--- src/rtl/pad_gpio_ctrl_pkg.sv ---
// Shared constants and pad drive-mode encoding for the GPIO pad controller.
// pad_drive() maps one pin's core request onto the pad cell c2p/c2p_en pair.
package pad_gpio_ctrl_pkg;

   localparam int DEFAULT_WIDTH = 8;
   localparam int DEFAULT_DEB_W = 8;

   typedef enum logic {
      PAD_PUSH_PULL  = 1'b0,
      PAD_OPEN_DRAIN = 1'b1
   } pad_mode_e;

   typedef struct packed {
      logic c2p;
      logic c2p_en;
   } pad_drive_t;

   // Open-drain pins only ever pull low: driving a 1 means releasing the pad.
   function automatic pad_drive_t pad_drive(pad_mode_e mode, logic value, logic enable);
      pad_drive_t d;
      d.c2p    = 1'b0;
      d.c2p_en = 1'b0;
      case (mode)
         PAD_PUSH_PULL: begin
            d.c2p    = value;
            d.c2p_en = enable;
         end
         PAD_OPEN_DRAIN: begin
            d.c2p    = 1'b0;
            d.c2p_en = enable & ~value;
         end
         default: ;
      endcase
      return d;
   endfunction

endpackage

--- src/rtl/pad_gpio_ctrl_if.sv ---
// Signal bundle between the core/pad side (master) and the GPIO controller (slave).
// There is no valid/ready handshake: every signal is a level, sampled on each rising clk edge.
interface pad_gpio_ctrl_if #(
   parameter int WIDTH = pad_gpio_ctrl_pkg::DEFAULT_WIDTH,
   parameter int DEB_W = pad_gpio_ctrl_pkg::DEFAULT_DEB_W
);

   logic [WIDTH-1:0] out_value;
   logic [WIDTH-1:0] out_enable;
   logic [WIDTH-1:0] open_drain;
   logic [DEB_W-1:0] deb_limit;
   logic [WIDTH-1:0] irq_rise_en;
   logic [WIDTH-1:0] irq_fall_en;
   logic [WIDTH-1:0] irq_clear;
   logic [WIDTH-1:0] pad_p2c;
   logic [WIDTH-1:0] pad_c2p;
   logic [WIDTH-1:0] pad_c2p_en;
   logic [WIDTH-1:0] in_value;
   logic [WIDTH-1:0] irq_pending;
   logic             irq;

   modport master (
      output out_value, out_enable, open_drain, deb_limit,
      output irq_rise_en, irq_fall_en, irq_clear, pad_p2c,
      input  pad_c2p, pad_c2p_en, in_value, irq_pending, irq
   );

   modport slave (
      input  out_value, out_enable, open_drain, deb_limit,
      input  irq_rise_en, irq_fall_en, irq_clear, pad_p2c,
      output pad_c2p, pad_c2p_en, in_value, irq_pending, irq
   );

endinterface

--- src/rtl/pad_gpio_pin.sv ---
// One GPIO pin: registered pad drive, two-flop input synchronizer, debounce
// against a shared hold count, and sticky rise/fall edge flags.
module pad_gpio_pin
   import pad_gpio_ctrl_pkg::*;
#(
   parameter int DEB_W = DEFAULT_DEB_W
) (
   input  logic             clk,
   input  logic             resetn,
   input  logic             out_value,
   input  logic             out_enable,
   input  logic             open_drain,
   input  logic [DEB_W-1:0] deb_limit,
   input  logic             irq_rise_en,
   input  logic             irq_fall_en,
   input  logic             irq_clear,
   input  logic             pad_p2c,
   output logic             pad_c2p,
   output logic             pad_c2p_en,
   output logic             in_value,
   output logic             irq_pending
);

   pad_mode_e        mode;
   pad_drive_t       drive_next;
   logic             sync1_q;
   logic             sync2_q;
   logic             stable_q;
   logic             stable_next;
   logic             stable_d_q;
   logic [DEB_W-1:0] count_q;
   logic [DEB_W-1:0] count_next;
   logic             pending_q;
   logic             pending_next;
   logic             rise;
   logic             fall;

   assign mode       = pad_mode_e'(open_drain);
   assign drive_next = pad_drive(mode, out_value, out_enable);

   // Debounce: the count only advances while sync2 disagrees with stable.
   // Using >= makes a limit lowered below the running count take effect at once.
   always_comb begin
      stable_next = stable_q;
      count_next  = count_q;
      if (sync2_q == stable_q) begin
         count_next = '0;
      end else if (count_q >= deb_limit) begin
         stable_next = sync2_q;
         count_next  = '0;
      end else begin
         count_next = count_q + 1'b1;
      end
   end

   // A new edge outranks a simultaneous clear so it is never lost.
   always_comb begin
      rise         = stable_q & ~stable_d_q & irq_rise_en;
      fall         = ~stable_q & stable_d_q & irq_fall_en;
      pending_next = rise | fall | (pending_q & ~irq_clear);
   end

   always_ff @(posedge clk or negedge resetn) begin
      if (!resetn) begin
         sync1_q    <= 1'b0;
         sync2_q    <= 1'b0;
         stable_q   <= 1'b0;
         stable_d_q <= 1'b0;
         count_q    <= '0;
         pending_q  <= 1'b0;
         pad_c2p    <= 1'b0;
         pad_c2p_en <= 1'b0;
      end else begin
         sync1_q    <= pad_p2c;
         sync2_q    <= sync1_q;
         stable_q   <= stable_next;
         stable_d_q <= stable_q;
         count_q    <= count_next;
         pending_q  <= pending_next;
         pad_c2p    <= drive_next.c2p;
         pad_c2p_en <= drive_next.c2p_en;
      end
   end

   assign in_value    = stable_q;
   assign irq_pending = pending_q;

endmodule

--- src/rtl/pad_gpio_ctrl.sv ---
// GPIO pad controller top: WIDTH independent pad_gpio_pin slices plus the
// combined interrupt line.
module pad_gpio_ctrl
   import pad_gpio_ctrl_pkg::*;
#(
   parameter int WIDTH = DEFAULT_WIDTH,
   parameter int DEB_W = DEFAULT_DEB_W
) (
   input logic            clk,
   input logic            resetn,
   pad_gpio_ctrl_if.slave bus
);

   logic [WIDTH-1:0] c2p;
   logic [WIDTH-1:0] c2p_en;
   logic [WIDTH-1:0] in_val;
   logic [WIDTH-1:0] pending;

   for (genvar i = 0; i < WIDTH; i++) begin : g_pin
      pad_gpio_pin #(
         .DEB_W(DEB_W)
      ) u_pin (
         .clk         (clk),
         .resetn      (resetn),
         .out_value   (bus.out_value[i]),
         .out_enable  (bus.out_enable[i]),
         .open_drain  (bus.open_drain[i]),
         .deb_limit   (bus.deb_limit),
         .irq_rise_en (bus.irq_rise_en[i]),
         .irq_fall_en (bus.irq_fall_en[i]),
         .irq_clear   (bus.irq_clear[i]),
         .pad_p2c     (bus.pad_p2c[i]),
         .pad_c2p     (c2p[i]),
         .pad_c2p_en  (c2p_en[i]),
         .in_value    (in_val[i]),
         .irq_pending (pending[i])
      );
   end

   assign bus.pad_c2p     = c2p;
   assign bus.pad_c2p_en  = c2p_en;
   assign bus.in_value    = in_val;
   assign bus.irq_pending = pending;
   assign bus.irq         = |pending;

endmodule

--- src/flat_wrapper.sv ---
// flat-port wrapper written by rule: the top's interface ports become plain ports
module pad_gpio_ctrl_flat import pad_gpio_ctrl_pkg::*;
#(
   parameter int WIDTH = DEFAULT_WIDTH,
   parameter int DEB_W = DEFAULT_DEB_W
)
  (clk, resetn, bus_out_value, bus_out_enable, bus_open_drain, bus_deb_limit, bus_irq_rise_en, bus_irq_fall_en, bus_irq_clear, bus_pad_p2c, bus_pad_c2p, bus_pad_c2p_en, bus_in_value, bus_irq_pending, bus_irq);
  pad_gpio_ctrl_if #(.WIDTH(WIDTH), .DEB_W(DEB_W)) bus_i ();
  input logic clk;
  input logic resetn;
  input wire logic [$bits(bus_i.out_value)-1:0] bus_out_value;
  input wire logic [$bits(bus_i.out_enable)-1:0] bus_out_enable;
  input wire logic [$bits(bus_i.open_drain)-1:0] bus_open_drain;
  input wire logic [$bits(bus_i.deb_limit)-1:0] bus_deb_limit;
  input wire logic [$bits(bus_i.irq_rise_en)-1:0] bus_irq_rise_en;
  input wire logic [$bits(bus_i.irq_fall_en)-1:0] bus_irq_fall_en;
  input wire logic [$bits(bus_i.irq_clear)-1:0] bus_irq_clear;
  input wire logic [$bits(bus_i.pad_p2c)-1:0] bus_pad_p2c;
  output wire logic [$bits(bus_i.pad_c2p)-1:0] bus_pad_c2p;
  output wire logic [$bits(bus_i.pad_c2p_en)-1:0] bus_pad_c2p_en;
  output wire logic [$bits(bus_i.in_value)-1:0] bus_in_value;
  output wire logic [$bits(bus_i.irq_pending)-1:0] bus_irq_pending;
  output wire logic [$bits(bus_i.irq)-1:0] bus_irq;
  assign bus_i.out_value = bus_out_value;
  assign bus_i.out_enable = bus_out_enable;
  assign bus_i.open_drain = bus_open_drain;
  assign bus_i.deb_limit = bus_deb_limit;
  assign bus_i.irq_rise_en = bus_irq_rise_en;
  assign bus_i.irq_fall_en = bus_irq_fall_en;
  assign bus_i.irq_clear = bus_irq_clear;
  assign bus_i.pad_p2c = bus_pad_p2c;
  assign bus_pad_c2p = bus_i.pad_c2p;
  assign bus_pad_c2p_en = bus_i.pad_c2p_en;
  assign bus_in_value = bus_i.in_value;
  assign bus_irq_pending = bus_i.irq_pending;
  assign bus_irq = bus_i.irq;
  pad_gpio_ctrl #(.WIDTH(WIDTH), .DEB_W(DEB_W)) u_core (.clk(clk), .resetn(resetn), .bus(bus_i));
endmodule
--- config.mk ---
export PLATFORM = sky130hd
export DESIGN_NAME = pad_gpio_ctrl_flat
export DESIGN_NICKNAME = d
export VERILOG_FILES = /design/src/rtl/pad_gpio_ctrl_pkg.sv /design/src/rtl/pad_gpio_ctrl_if.sv /design/src/rtl/pad_gpio_pin.sv /design/src/rtl/pad_gpio_ctrl.sv /design/src/flat_wrapper.sv
export SDC_FILE = /design/constraint.sdc
export NUM_CORES = 1
export LEC_CHECK = 0
export ABC_AREA = 1
export CAP_MARGIN = 0
export CORE_MARGIN = 2
export CORE_UTILIZATION = 35
export DETAILED_ROUTE_END_ITERATION = 10
export HOLD_SLACK_MARGIN = 0.12
export PLACE_DENSITY = 0.67
export SLEW_MARGIN = 20
export SYNTH_ARGS = -nofsm -noshare
export SYNTH_HDL_FRONTEND = slang
export SYNTH_SLANG_ARGS = --single-unit
export TNS_END_PERCENT = 5
--- constraint.sdc ---
create_clock -name clk -period 1.25 [get_ports clk]
set_input_delay 0.25 -clock clk [delete_from_list [all_inputs] [get_ports clk]]
set_output_delay 0.25 -clock clk [all_outputs]
set_load 0.05 [all_outputs]
==> run_results.csv <==
group,metric,value,unit
route,first_pass_iters,4,
floorplanning,ioPinCount,99,
place,io_buffers,98,
setup_path,crit_arrival,1.47,ns
global_route,grt_usage,16.09,%
sta,fin_ws,-0.4684,ns
yosys,synth_common_cells,"153 x nand2_1, 120 x dfrtp_1, 112 x nor2_1",
yosys,synth.distinct_cells,19,
layout,drive_gt1_share,28.03,%
yosys,synth_area_leader_cell,"dfrtp_1",
yosys,ys_warn_count,0,
sta,final_hold_viol_count,0,
global_route,grt_pass1_wl,25560,um
clock_network,cts_tree,"built",
route,drt_iter0_markers,201,
yosys,netlist_area,6749,um^2
power,power_density,1641,nW/um^2
clock_network,h-tree-depth,4,
yosys,syn_area_per_cell,9.047,um^2
sta,max_slew_margin,78.80,%
global_route,grt_max_degree,56,
global_route,grt_pass1_vias,5497,
yosys,ys_seq_elements,120,
yosys,synth_nets,884,
setup_path,worstSetupPathType,"flop to primary output",
yosys,synthDominantCellAreaShare,44.49,%
clock_network,cts.sinks,120,
floorplanning,core,18830,um^2
yosys,syn_inst,746,
floorplanning,fp.dieW,142.9,um
sta,setup_viol,89,
sta,hold-worst-slack,0.2242,ns
route,wl_met3,642,um
clock_network,root_buffer,"clkbuf_16",
sta,fin_setup_tns,-10.75,ns
yosys,synth_xor_area_share,6.229,%
floorplanning,die_area,20410,um^2
route,vias,5379,
setup_path,crit_path_start_kind,"flop",
route,top_layer_used,"met4",
worst_hold_path,hp-class,"input port to asynchronous set/reset pin",
sta,finalCritPeriodShare,137.5,%
route,wl_per_cell,12.94,um
place,gp_congestion,0.7714,
sta,min_period,1.718,ns
floorplanning,start_util,35.84,%
floorplanning,rows,50,
yosys,ys_seq_area_share,44.49,%
power,power,16.45,mW
setup_path,cp-end-kind,"primary output",
setup_path,cp_max_fo,2,
setup_path,cp.required,1.00,ns
floorplanning,fp.dieH,142.9,um
yosys,synthArstFlopShare,100.0,%
sta,maxSlewViolCount,0,
yosys,synth_compound_area_share,3.263,%
outcome,outcome,"finished with violations",
route,ant_nets,0,
route,wl_met1,6627,um
sta,tightest_slew,0.3153,ns
sta,fin_skew,0.007818,ns
place,placedCellCount,1172,
power,vdd_ir_drop_max,0.001093,V
layout,fin_cells,1203,
clock_network,cts.reportedPaths.clkPinSlew,0.05,ns
yosys,synth_fa_ha_area_share,13.35,%
route,drc,0,
sta,fmaxAchievable,0.5819,GHz
clock_network,cts_buffers,17,
job,drv_cap,0,
yosys,synth_edf_count,0,
yosys,synthMuxAreaShare,0,%
yosys,synth_top_family_by_area,"simple AND/OR/NAND/NOR gates",
place,dp_hpwl,10870,um
yosys,synthFlopType,"dfrtp_1",
clock_network,clk_latency,0.41,ns
yosys,synth_area_leaders,"dfrtp_1 44%, ha_1 13%, nand2_1 8.5%",
global_route,grt_overflow,0,
clock_network,cts-root-to-sink-buffers,2,
route,wl,15570,um
global_route,antenna_found_initial,1,
yosys,synthMostInstantiatedCell,"nand2_1",
route,viasPerCell,4.471,
yosys,synthSimpleGateAreaFrac,23.82,%
layout,num-nets-final,1070,
power,leakage,4.863,nW
outcome,violations,"negative setup slack",
sta,grt_setup_unrepaired,"true",
route,dr_wl_met2,8101,um
layout,syn2layout_area_growth,48.52,%
layout,post-route-util,53.23,%
==> state kept, by name, indices dropped and copies added (netlist names) <==
signal and flops:
u_core.g_pin.u_pin.count_q 64, u_core.g_pin.u_pin.in_value 8, u_core.g_pin.u_pin.irq_pending 8, u_core.g_pin.u_pin.pad_c2p 8
u_core.g_pin.u_pin.pad_c2p_en 8, u_core.g_pin.u_pin.stable_d_q 8, u_core.g_pin.u_pin.sync1_q 8, u_core.g_pin.u_pin.sync2_q 8
==> per-layer routing <==
layer,track usage [%],up-vias
met5,0,-
met4,5.524,0
met3,3.856,16
met2,28.44,90
met1,19.15,2555
li1,-,2718
==> layout by cell type, fill, tap and decap left out, types with 18 or more instances in the layout <==
master	instances
inv_1	88
buf_4	80
buf_12	36
dfrtp_1	118
nor2_1	105
nand3_1	30
nand2_1	137
ha_4	23
ha_1	47
buf_6	18
clkdlybuf4s50_1	56
xor2_1	32
==> through the flow <==
step / area (um^2) / setup WS (ns)
after global placement: 8981 / -0.7852
after CTS: 9801 / -0.4832
after global routing: 10020 / -0.5036
after detailed placement: 8981 / -0.8686
after floorplan: 6749 / -0.07491
final: 10020 / -0.4684
==> worst max-delay path: stages, from the launching register on <==
cell and delay, ns:
dfrtp_1 0.40, nor4_1 0.28, buf_4 0.16, nand2_2 0.05, buf_6 0.16
==> worst paths after layout <==
path                                                        startpoint                                          to  slack (ns)  cells past startpoint
setup reg to reg            u_core.g_pin[2].u_pin.count_q[3]$_DFF_PN0_  u_core.g_pin[2].u_pin.in_value$_DFFE_PN0P_       -0.18                      9
hold / removal                                                  resetn     u_core.g_pin[2].u_pin.sync2_q$_DFF_PN0_        0.22                      2
hold reg to reg                u_core.g_pin[3].u_pin.sync1_q$_DFF_PN0_     u_core.g_pin[3].u_pin.sync2_q$_DFF_PN0_        0.34                      0
max in group asynchronous                                       resetn  u_core.g_pin[5].u_pin.pad_c2p_en$_DFF_PN0_        0.49                      3
setup / recovery           u_core.g_pin[6].u_pin.irq_pending$_DFF_PN0_                                     bus_irq       -0.47                      4
min in group clk                                        bus_pad_p2c[6]     u_core.g_pin[6].u_pin.sync1_q$_DFF_PN0_        0.28                      1
==> cells by family after synthesis <==
| group | Yosys count |
|---|---|
| adders and majority gates | 72 |
| DFF | 120 |
| buffers and inverters | 127 |
| and+or+nand+nor | 347 |
| xor gates and xnor gates | 48 |
| AOI/OAI and AO/OA | 32 |
==> power by group <==
group | switching (mW) | internal, mW
sequential | 0.569 | 4.61
combinational | 3.54 | 3.25
clock | 1.64 | 2.84
total | 5.75 | 10.7
==> area by class of cell <==
| type | instances | area [um^2] |
|---|---|---|
| inverters | 95 | 366.6 |
| flip-flops and latches | 120 | 3005 |
| repair buffers | 199 | 2165 |
| diodes | 1 | 2.502 |
| clock inverters | 4 | 45.04 |
| well taps | 260 | 325.3 |
| clock buffers | 25 | 485.5 |
| fillers | 1633 | 8807 |
| multi-input cells | 499 | 3628 |
==> repair_timing <==
action / in CTS / in global routing
gates cloned: 0 / 0
resized for setup: 82 / 28
buffers inserted: 2 / 2
pin swaps: 17 / 13
hold endpoints to repair: 120 / 0
hold buffers: 1 / 0
endpoints found under the setup margin: 89 / 92
Power figures use the tool's default switching activity.
